**src/rtl/inst_fetch_queue.sv**
```systemverilog
// Fetch buffer between IF and ID: tracks outstanding inst-sram requests, buffers returned
// words in a circular FIFO and silently drops responses that belong to a flushed path.
module inst_fetch_queue #(
   parameter  int DATA_W  = 64,
   parameter  int DEPTH   = 4,
   parameter  int MAX_OUT = 2,
   localparam int CNT_W   = $clog2(DEPTH + 1),
   localparam int OUT_W   = $clog2(MAX_OUT + 1)
) (
   input  logic              clk,
   input  logic              reset,
   input  logic              flush,
   input  logic              req_issued,
   input  logic              rsp_valid,
   input  logic [DATA_W-1:0] rsp_data,
   output logic              can_issue,
   output logic              out_valid,
   input  logic              out_ready,
   output logic [DATA_W-1:0] out_data,
   output logic [CNT_W-1:0]  count,
   output logic [OUT_W-1:0]  live_out,
   output logic [OUT_W-1:0]  drop_cnt,
   output logic              proto_err
);

   localparam int PTR_W = $clog2(DEPTH);
   localparam int SUM_W = OUT_W + 2;
   localparam logic [OUT_W-1:0] OUT_MAX = '1;

   logic [PTR_W-1:0]  head_q, head_d, tail_q, tail_d;
   logic [CNT_W-1:0]  count_q, count_d;
   logic [OUT_W-1:0]  live_q, live_d, drop_q, drop_d;
   logic              err_q, err_d;
   logic [DATA_W-1:0] mem_q [DEPTH];

   logic pop, rsp_keep, rsp_orphan, push_ovf, push, wr_en;
   logic [SUM_W-1:0] flush_sum, live_sum;

   function automatic logic [PTR_W-1:0] ptr_inc(input logic [PTR_W-1:0] p);
      return (p == PTR_W'(DEPTH - 1)) ? '0 : p + PTR_W'(1);
   endfunction

   assign out_valid = (count_q != '0);
   assign out_data  = out_valid ? mem_q[head_q] : '0;
   assign count     = count_q;
   assign live_out  = live_q;
   assign drop_cnt  = drop_q;
   assign proto_err = err_q;
   // Credit check: every live request already owns a FIFO slot, so a kept response never overflows.
   assign can_issue = !flush
                      && ((int'(count_q) + int'(live_q)) < DEPTH)
                      && ((int'(live_q) + int'(drop_q)) < MAX_OUT);

   always_comb begin
      head_d     = head_q;
      tail_d     = tail_q;
      count_d    = count_q;
      live_d     = live_q;
      drop_d     = drop_q;
      err_d      = err_q;
      wr_en      = 1'b0;
      pop        = out_valid && out_ready;
      rsp_keep   = rsp_valid && (drop_q == '0) && (live_q != '0);
      rsp_orphan = rsp_valid && (drop_q == '0) && (live_q == '0);
      push_ovf   = rsp_keep && (count_q == CNT_W'(DEPTH)) && !pop;
      push       = rsp_keep && !push_ovf;
      flush_sum  = SUM_W'(drop_q) + SUM_W'(live_q) + SUM_W'(req_issued);
      if (rsp_valid && (flush_sum != '0)) flush_sum = flush_sum - SUM_W'(1);
      live_sum   = SUM_W'(live_q) - SUM_W'(push) + SUM_W'(req_issued);

      if (flush) begin
         head_d  = '0;
         tail_d  = '0;
         count_d = '0;
         live_d  = '0;
         drop_d  = (flush_sum > SUM_W'(OUT_MAX)) ? OUT_MAX : flush_sum[OUT_W-1:0];
         if (rsp_orphan) err_d = 1'b1;
      end else begin
         wr_en = push;
         if (pop)  head_d = ptr_inc(head_q);
         if (push) tail_d = ptr_inc(tail_q);
         count_d = count_q + CNT_W'(push) - CNT_W'(pop);
         if (rsp_valid && (drop_q != '0)) drop_d = drop_q - OUT_W'(1);
         live_d = (live_sum > SUM_W'(OUT_MAX)) ? OUT_MAX : live_sum[OUT_W-1:0];
         if (rsp_orphan || (req_issued && !can_issue) || push_ovf) err_d = 1'b1;
      end
   end

   always_ff @(posedge clk) begin
      if (reset) begin
         head_q  <= '0;
         tail_q  <= '0;
         count_q <= '0;
         live_q  <= '0;
         drop_q  <= '0;
         err_q   <= 1'b0;
      end else begin
         head_q  <= head_d;
         tail_q  <= tail_d;
         count_q <= count_d;
         live_q  <= live_d;
         drop_q  <= drop_d;
         err_q   <= err_d;
      end
   end

   // Storage needs no reset: out_data is masked while the queue is empty.
   always_ff @(posedge clk) begin
      if (wr_en && !reset) mem_q[tail_q] <= rsp_data;
   end

endmodule

```
**config.mk**
```make
export PLATFORM = sky130hd
export DESIGN_NAME = inst_fetch_queue
export DESIGN_NICKNAME = d
export VERILOG_FILES = /design/src/rtl/inst_fetch_queue.sv
export SDC_FILE = /design/constraint.sdc
export NUM_CORES = 1
export LEC_CHECK = 0
export CORE_AREA = 2 2 125 158
export CTS_BUF_LIST = sky130_fd_sc_hd__clkbuf_8
export CTS_CLUSTER_SIZE = 28
export DETAILED_ROUTE_END_ITERATION = 8
export DIE_AREA = 0 0 127 160
export PLACE_DENSITY = 0.92
export SLEW_MARGIN = 25
export SYNTH_ARGS = -nofsm -noshare
export SYNTH_HDL_FRONTEND = slang
export SYNTH_SLANG_ARGS = --single-unit
```
**constraint.sdc**
```tcl
create_clock -name clk -period 3.9 [get_ports clk]
set_clock_uncertainty 0.05 [all_clocks]
set_input_delay 0.78 -clock clk [delete_from_list [all_inputs] [get_ports clk]]
set_output_delay 0.78 -clock clk [all_outputs]
set_load 0.02 [all_outputs]
```
==> results.tsv, run 1 <==
metric	value	unit
outcome	finished, final reports clean	
H-tree Lvls	2	
synth unique cells	34	
Hold Slack	0.424	ns
Sink Count	270	
PD cells	448	mW/mm^2
synthesized net count	602	
Final Critical Period	3.54	ns
final slew viol count	0	
final net count	780	
Post-DRT Antenna Nets	0	
# rows	57	
share of layout cells above drive strength 1	19.4	%
Die Ht	160	um
hold buffers post-CTS	0	
synthesized flop and latch total	270	
gr ovfl total	0	
Max Clock Freq	282	MHz
P_leak	0.00434	uW
Post-CTS Setup Bufs	0	
Die ar.	0.0203	sq mm
RSZ-0062 raised after global routing	no	
initial antenna violation count	1	
CP endpoint kind	primary output	
Place WS	0.270	ns
CTS tree	done	
die width	127	um
drt wl/cell	21.2	um
final std cells w/o fill	957	
most numerous cell in the Yosys netlist	edfxtp_1	
Arr. time, crit path	2.71	ns
TritonRoute pass-1 iters	5	
Initial Util	55.8	%
Worst EP required	3.07	ns
Peak VDD IR	0.000384	V
Synth Cell Area	0.0106	sq mm
YS warnings	0	
Final WS setup	0.356	ns
register area share after synthesis	75.2	%
final worst path period share	90.9	%
GRT Total Usage	20.3	%
clock root buffer	clkbuf_8	
Synth Instances	513	
most frequently used flop master after synthesis	edfxtp_1	
vias in the first global route	5919	
area leader, netlist	edfxtp_1	
clock slew at reported path FFs	0.06	ns
crit start category	register	
Placer Congestion	0.814	
Max Root-Sink Buffers	3	
placed cell count	884	
Crit Path Class	register to primary output	
global-route wire length before repair	31.7	mm
Clock Latency Late Sink	0.50	ns
vias	5391	
Layout area overhead	25.0	%
drc violations	0	
slew margin rel.	49.7	%
cts bufs inserted	41	
setup TNS	0	ns
Final Hold Vio Count	0	
worst min path class	register to register	
cell area after layout	0.0132	sq mm
worst-margin pin slew	0.753	ns
routed wire length	20.3	mm
# IOs	144	
HPWL Detailed	13.0	mm
Post-synth ARST share	0	%
PortBufs	143	
core area	0.0190	sq mm
First DRT Iteration DRCs	439	
Setup Viol. Count Final	0	
Vias/cell	5.63	
most frequent cells after synthesis	edfxtp_1, and2_1, mux4_2	
largest net degree at the start of global routing	68	
CTS resizes	0	
top cells by area, synth	edfxtp_1, mux4_2, and2_1, dfxtp_1, ha_1	
max_cap viols	0	
area share of the largest cell type after synthesis	72.6	%
CP max FO	26	
number of synthesized flops with an enable pin	256	
Mean Syn Cell Area	20.6	sq um
placed instance area	0.0124	sq mm
-- per-layer routing --
metal,share of wire (%),track usage [%]
met5,0,0
met4,2.3,6.89
met3,6.1,4.05
met2,54,36.3
met1,37,24.8
-- sequential cells by signal (all words and copies together) (netlist names), named ones only --
register,count
live_out,2
mem_q,256
head_q,2
count,3
proto_err,1
tail_q,2
drop_cnt,2
-- power by group --
group | internal [uW] | switching [uW] | leakage [uW] | total [uW]
Sequential | 3190 | 18.6 | 0.00242 | 3210
Combinational | 229 | 230 | 0.00146 | 460
Clock | 1270 | 997 | 0.000461 | 2270
Total | 4690 | 1250 | 0.00434 | 5930
-- logic make-up (layout without fill, tap and decap cells) --
kind of cell	Yosys count	in the layout	share of synthesized area [%]
muxes	66	66	13.8
AOI/OAI and AO/OA	18	18	1.04
DFF	270	270	75.2
buffers and inverters	38	245	1.65
other	0	1	0
and+or+nand+nor	98	98	5.42
xor gates and xnor gates	4	4	0.331
adders and majority gates	19	19	2.53
-- cell type report --
cell class              count  area [sq um]
multi-input cells         205          2470
flip-flops and latches    270          7980
fillers                  1124          5730
repair buffers            158          1630
inverters                  15          56.3
diodes                      1          2.50
well taps                 236           295
clock inverters            30           229
clock buffers              42           578
-- per-stage QoR --
| stage | total power (uW) | util (%) |
|---|---|---|
| floorplan | 3490 | - |
| CTS | 5980 | 69.8 |
| detailed placement | 3730 | 65.5 |
| finish | 5930 | 69.8 |
| global route | 6140 | 69.8 |
| global placement | 3700 | 65.5 |
-- worst max-delay path: stages, from the launching register on --
cell             delay [ns]
dfxtp_4                0.63
buf_12                 0.29
mux4_2                 0.52
and2_1                 0.21
clkdlybuf4s50_1        0.55
-- placed cells by master (no fill, tap or decap), types with 7 or more instances in the layout --
| cell type | Yosys | routed |
|---|---|---|
| edfxtp_1 | 256 | 256 |
| clkdlybuf4s50_1 | 0 | 143 |
| and2_1 | 65 | 65 |
| mux4_2 | 64 | 64 |
| clkbuf_8 | 0 | 42 |
| inv_1 | 15 | 28 |
| ha_1 | 15 | 15 |
| dfxtp_1 | 14 | 12 |
| nor2_1 | 10 | 10 |
| buf_4 | 6 | 8 |
| buf_12 | 0 | 7 |
-- final timing paths --
path                                  from                  end  slack (ns)  cells past startpoint
setup / recovery                  register         out_data[21]        0.36                      4
setup reg to reg  drop_cnt[1]$_SDFFE_PP0P_  count[2]$_SDFF_PP0_        0.76                     13
hold / removal      head_q[1]$_SDFFE_PP0N_             register        0.42                      2
hold reg to reg     head_q[1]$_SDFFE_PP0N_             register        0.42                      2
Power figures use the tool's default switching activity.
==> inputs of run 2 (changes only) <==
CORE_AREA = 2 2 140 142   (was 2 2 125 158)
DIE_AREA = 0 0 142 144   (was 0 0 127 160)
PLACE_DENSITY = 0.91   (was 0.92)
==> results.tsv, run 2 (synthesis results as in run 1) <==
metric	value	unit
Final Critical Period	3.53	ns
most common cell after layout, fill and taps aside	edfxtp_1	
final slew viol count	0	
Logic pwr share	8.0	%
cell area after layout	0.0131	sq mm
Post-DRT Antenna Nets	0	
Crit Path Class	register to primary output	
outcome	finished, final reports clean	
Worst EP required	3.07	ns
setup TNS	0	ns
Arr. time, crit path	2.70	ns
HPWL Detailed	12.7	mm
initial antenna violation count	0	
crit start category	register	
Placer Congestion	0.753	
cts bufs inserted	43	
Clock Latency Late Sink	0.54	ns
Largest Register	mem_q	
max FFs per register	256	
CTS tree	done	
# rows	51	
Peak VDD IR	0.000239	V
Max Clock Freq	283	MHz
drc violations	0	
Die ar.	0.0204	sq mm
die width	142	um
Vias/cell	5.65	
clock root buffer	clkbuf_8	
PortBufs	143	
final worst path period share	90.6	%
vias in the first global route	5907	
Max Root-Sink Buffers	3	
GRT Total Usage	20.5	%
drt wl/cell	21.5	um
Sequential Power Share	55.3	%
First DRT Iteration DRCs	330	
Die Ht	144	um
switching share of power	21.9	%
gr ovfl total	0	
final net count	778	
H-tree Lvls	2	
TritonRoute pass-1 iters	4	
Initial Util	55.5	%
Sink Count	270	
placed instance area	0.0124	sq mm
Setup Viol. Count Final	0	
# IOs	144	
clock network power share	36.7	%
CP max FO	8	
routed wire length	20.6	mm
vias	5398	
Post-CTS Setup Bufs	0	
Layout area overhead	24.0	%
worst min path class	register to register	
CTS resizes	0	
largest net degree at the start of global routing	68	
P_leak	0.00428	uW
max_cap viols	0	
most frequent cells in the layout	edfxtp_1, clkdlybuf4s50_1, and2_1	
slew margin rel.	52.5	%
hold buffers post-CTS	0	
total net switching power	1270	uW
CP endpoint kind	primary output	
share of layout cells above drive strength 1	18.4	%
RSZ-0062 raised after global routing	no	
Final Hold Vio Count	0	
core area	0.0191	sq mm
worst-margin pin slew	0.711	ns
global-route wire length before repair	31.4	mm
PD cells	442	mW/mm^2
clock slew at reported path FFs	0.06	ns
Internal	4530	uW
[run 2: cell types whose count changed in the layout (fill, tap and decap cells not counted), moves of 2 or more]
cell | before | now
clkinv_2 | 6 | 2
bufinv_16 | 4 | 1
clkinv_1 | 6 | 10
buf_12 | 7 | 5
buf_4 | 8 | 6
clkbuf_8 | 42 | 44
[run 2: layout make-up]
type                            instances  area (sq um)
Sequential cell                       270          7980
Fill cell                            1173          5950
Multi-Input combinational cell        205          2470
Timing Repair Buffer                  154          1580
Clock buffer                           44           606
Tap cell                              238           298
Clock inverter                         29           146
Inverter                               15          56.3
Antenna cell                            1          2.50
[run 2: metrics by stage]
stage | instances | power [uW] | setup WS (ns) | hold slack (ns) | util, %
global placement | 882 | 3700 | 0.422 | 0.410 | 64.9
CTS | 955 | 5870 | 0.343 | 0.445 | 68.8
floorplan | 513 | 3490 | 0.699 | 0.404 | -
finish | 956 | 5800 | 0.367 | 0.442 | 68.8
global route | 955 | 6010 | 0.234 | 0.483 | 68.8
detailed placement | 882 | 3730 | 0.197 | 0.444 | 64.9
[run 2: worst max-delay path, stage by stage (launching register included)]
cell	delay [ns]
dfxtp_1	0.50
ha_1	0.20
inv_1	0.05
fa_1	0.47
nand3b_1	0.09
nor4_1	0.20
clkdlybuf4s50_1	0.66
[run 2: power by group through the flow]
stage,Sequential (uW),Combinational (uW),Clock (uW)
after global placement,3270,435,0
after global routing,3210,498,2300
final,3210,463,2130
after CTS,3210,466,2190
after floorplan,3280,216,0
after detailed placement,3270,465,0
[run 2: path summary, 6_finish.rpt]
| check | from | cells past startpoint | endpoint | slack [ns] |
|---|---|---|---|---|
| max | live_out[0]$_SDFF_PP0_ | 6 | can_issue | 0.37 |
| max reg2reg | drop_cnt[1]$_SDFFE_PP0P_ | 13 | count[2]$_SDFF_PP0_ | 0.81 |
| min | head_q[1]$_SDFFE_PP0N_ | 2 | register | 0.44 |
| min reg2reg | head_q[1]$_SDFFE_PP0N_ | 2 | register | 0.44 |
[run 2: routing by layer]
metal | GRT usage, % | wire, um | vias to the layer above
li1 | - | - | 2393
met1 | 24.7 | 7850 | 2792
met2 | 37.2 | 11200 | 185
met3 | 3.61 | 1100 | 28
met4 | 8.05 | 395 | 0
met5 | 0 | 0 | -
==> inputs of run 3 (changes only) <==
CORE_AREA = 2 2 159 161   (was 2 2 140 142)
CTS_CLUSTER_SIZE = 14   (was 28)
DIE_AREA = 0 0 161 163   (was 0 0 142 144)
PLACE_DENSITY = 0.75   (was 0.91)
SETUP_SLACK_MARGIN = 0.02   (was unset)
==> results.tsv, run 3 (synthesis results as in run 1) <==
metric	value	unit
PortBufs	143	
Final Critical Period	3.50	ns
worst path cell trace	ha_1 -> inv_1 -> fa_1 -> nand3b_1 -> nor4_1 -> clkdlybuf4s50_1	
worst min path class	register to register	
cts bufs inserted	43	
Arr. time, crit path	2.67	ns
largest net degree at the start of global routing	68	
Peak VDD IR	0.000231	V
share of layout cells above drive strength 1	18.7	%
Logic pwr share	7.9	%
Max Clock Freq	286	MHz
Setup Viol. Count Final	0	
clock root buffer	clkbuf_8	
Post-CTS Setup Bufs	0	
slew margin rel.	57.0	%
most frequent cells in the layout	edfxtp_1, clkdlybuf4s50_1, and2_1	
Clock Latency Late Sink	0.51	ns
placed cell count	975	
P_leak	0.00432	uW
Post-DRT Antenna Nets	0	
# rows	58	
setup TNS	0	ns
register-to-register setup slack	0.97	ns
initial antenna violation count	1	
filler cell count in the final layout	1948	
routed wire length	20.1	mm
clock slew at reported path FFs	0.06	ns
worst r2r path cells	13	
CTS resizes	0	
HPWL Detailed	12.1	mm
slowest stage delay, CP	0.65	ns
PD cells	438	mW/mm^2
Layout area overhead	25.4	%
H-tree Lvls	2	
max FFs per register	256	
First DRT Iteration DRCs	341	
CTS tree	done	
final worst path period share	89.7	%
Slowest-stage cell, CP	clkdlybuf4s50_1	
hold buffers post-CTS	0	
gr ovfl total	0	
vias	5356	
Worst Setup SP	live_out[0]$_SDFF_PP0_	
max_cap viols	0	
final std cells w/o fill	1052	
clock network power share	37.0	%
Max Root-Sink Buffers	3	
drt wl/cell	19.1	um
GRT Total Usage	15.5	%
Internal	4550	uW
crit path capture	can_issue	
drc violations	0	
die width	161	um
Placer Congestion	0.764	
reg2reg start	drop_cnt[1]$_SDFFE_PP0P_	
core area	0.0247	sq mm
worst r2r dst	count[2]$_SDFF_PP0_	
crit start category	register	
Crit Path Class	register to primary output	
most common cell after layout, fill and taps aside	edfxtp_1	
Final Hold Vio Count	0	
Die ar.	0.0262	sq mm
switching share of power	21.9	%
final slew viol count	0	
vias in the first global route	5852	
CP endpoint kind	primary output	
# IOs	144	
outcome	finished, final reports clean	
CP max FO	8	
Largest Register	mem_q	
Sequential Power Share	55.0	%
global-route wire length before repair	31.6	mm
total net switching power	1280	uW
TritonRoute pass-1 iters	4	
final net count	779	
Antenna diodes	0	
Vias/cell	5.09	
Initial Util	42.9	%
RSZ-0062 raised after global routing	no	
Sink Count	270	
Die Ht	163	um
worst-margin pin slew	0.644	ns
Worst EP required	3.07	ns
==> run 3: cell count changes in the layout (fill, tap and decap cells not counted) <==
cell,delta
clkinvlp_4,-1
clkbuf_8,+1
inv_1,+3
buf_12,+1
clkinv_1,-1
clkinv_2,+3
diode_2,-1
inv_6,-1
==> run 3: final cells by class <==
| class | instances | area [sq um] | area share [%] |
|---|---|---|---|
| clock buffer | 45 | 619 | 4.66 |
| clock inverter | 32 | 153 | 1.15 |
| inverter | 15 | 56.3 | 0.424 |
| multi-input combinational | 205 | 2470 | 18.6 |
| sequential | 270 | 7980 | 60.0 |
| tap | 330 | 413 | 3.11 |
| timing repair buffer | 155 | 1600 | 12.0 |
==> run 3: worst max-delay path: cells and delay by family, from the launching register on <==
kind / cells / cell delay [ns]
flops: 1 / 0.50
simple gates: 2 / 0.29
buf+inv: 2 / 0.70
fa+ha+maj: 2 / 0.68
==> run 3: layer usage <==
metal	track usage, %	vias to the layer above	wire length, um
li1	-	2411	-
met1	20.2	2755	8590
met2	26.3	165	10000
met3	4.10	25	1200
met4	3.94	0	270
met5	0	-	0
==> run 3: worst min-delay path by stage <==
stage / end / start / slack, ns / depth (start not counted)
finish: register / head_q[1]$_SDFFE_PP0N_ / 0.43 / 2
global route: register / head_q[1]$_SDFFE_PP0N_ / 0.47 / 2
CTS: register / head_q[1]$_SDFFE_PP0N_ / 0.43 / 2
detailed placement: register / head_q[1]$_SDFFE_PP0N_ / 0.43 / 2
global placement: register / head_q[1]$_SDFFE_PP0N_ / 0.42 / 2
floorplan: register / head_q[1]$_SDFFE_PP0N_ / 0.40 / 2
==> run 3: power by group through the flow <==
| stage | Sequential (uW) | Combinational [uW] | Clock, uW |
|---|---|---|---|
| after global routing | 3210 | 503 | 2350 |
| after floorplan | 3280 | 216 | 0 |
| final | 3210 | 462 | 2160 |
| after global placement | 3260 | 437 | 0 |
| after CTS | 3210 | 464 | 2230 |
| after detailed placement | 3270 | 462 | 0 |
==> run 3: metrics by stage <==
stage               util [%]  hold WS [ns]  worst slack, ns  instance area (sq um)  power [uW]
global placement        50.7         0.416            0.378                  12500        3700
floorplan                  -         0.404            0.699                  10600        3490
global route            53.8         0.471            0.219                  13300        6060
finish                  53.8         0.434            0.402                  13300        5820
CTS                     53.8         0.434            0.183                  13300        5900
detailed placement      50.7         0.426            0.319                  12500        3730
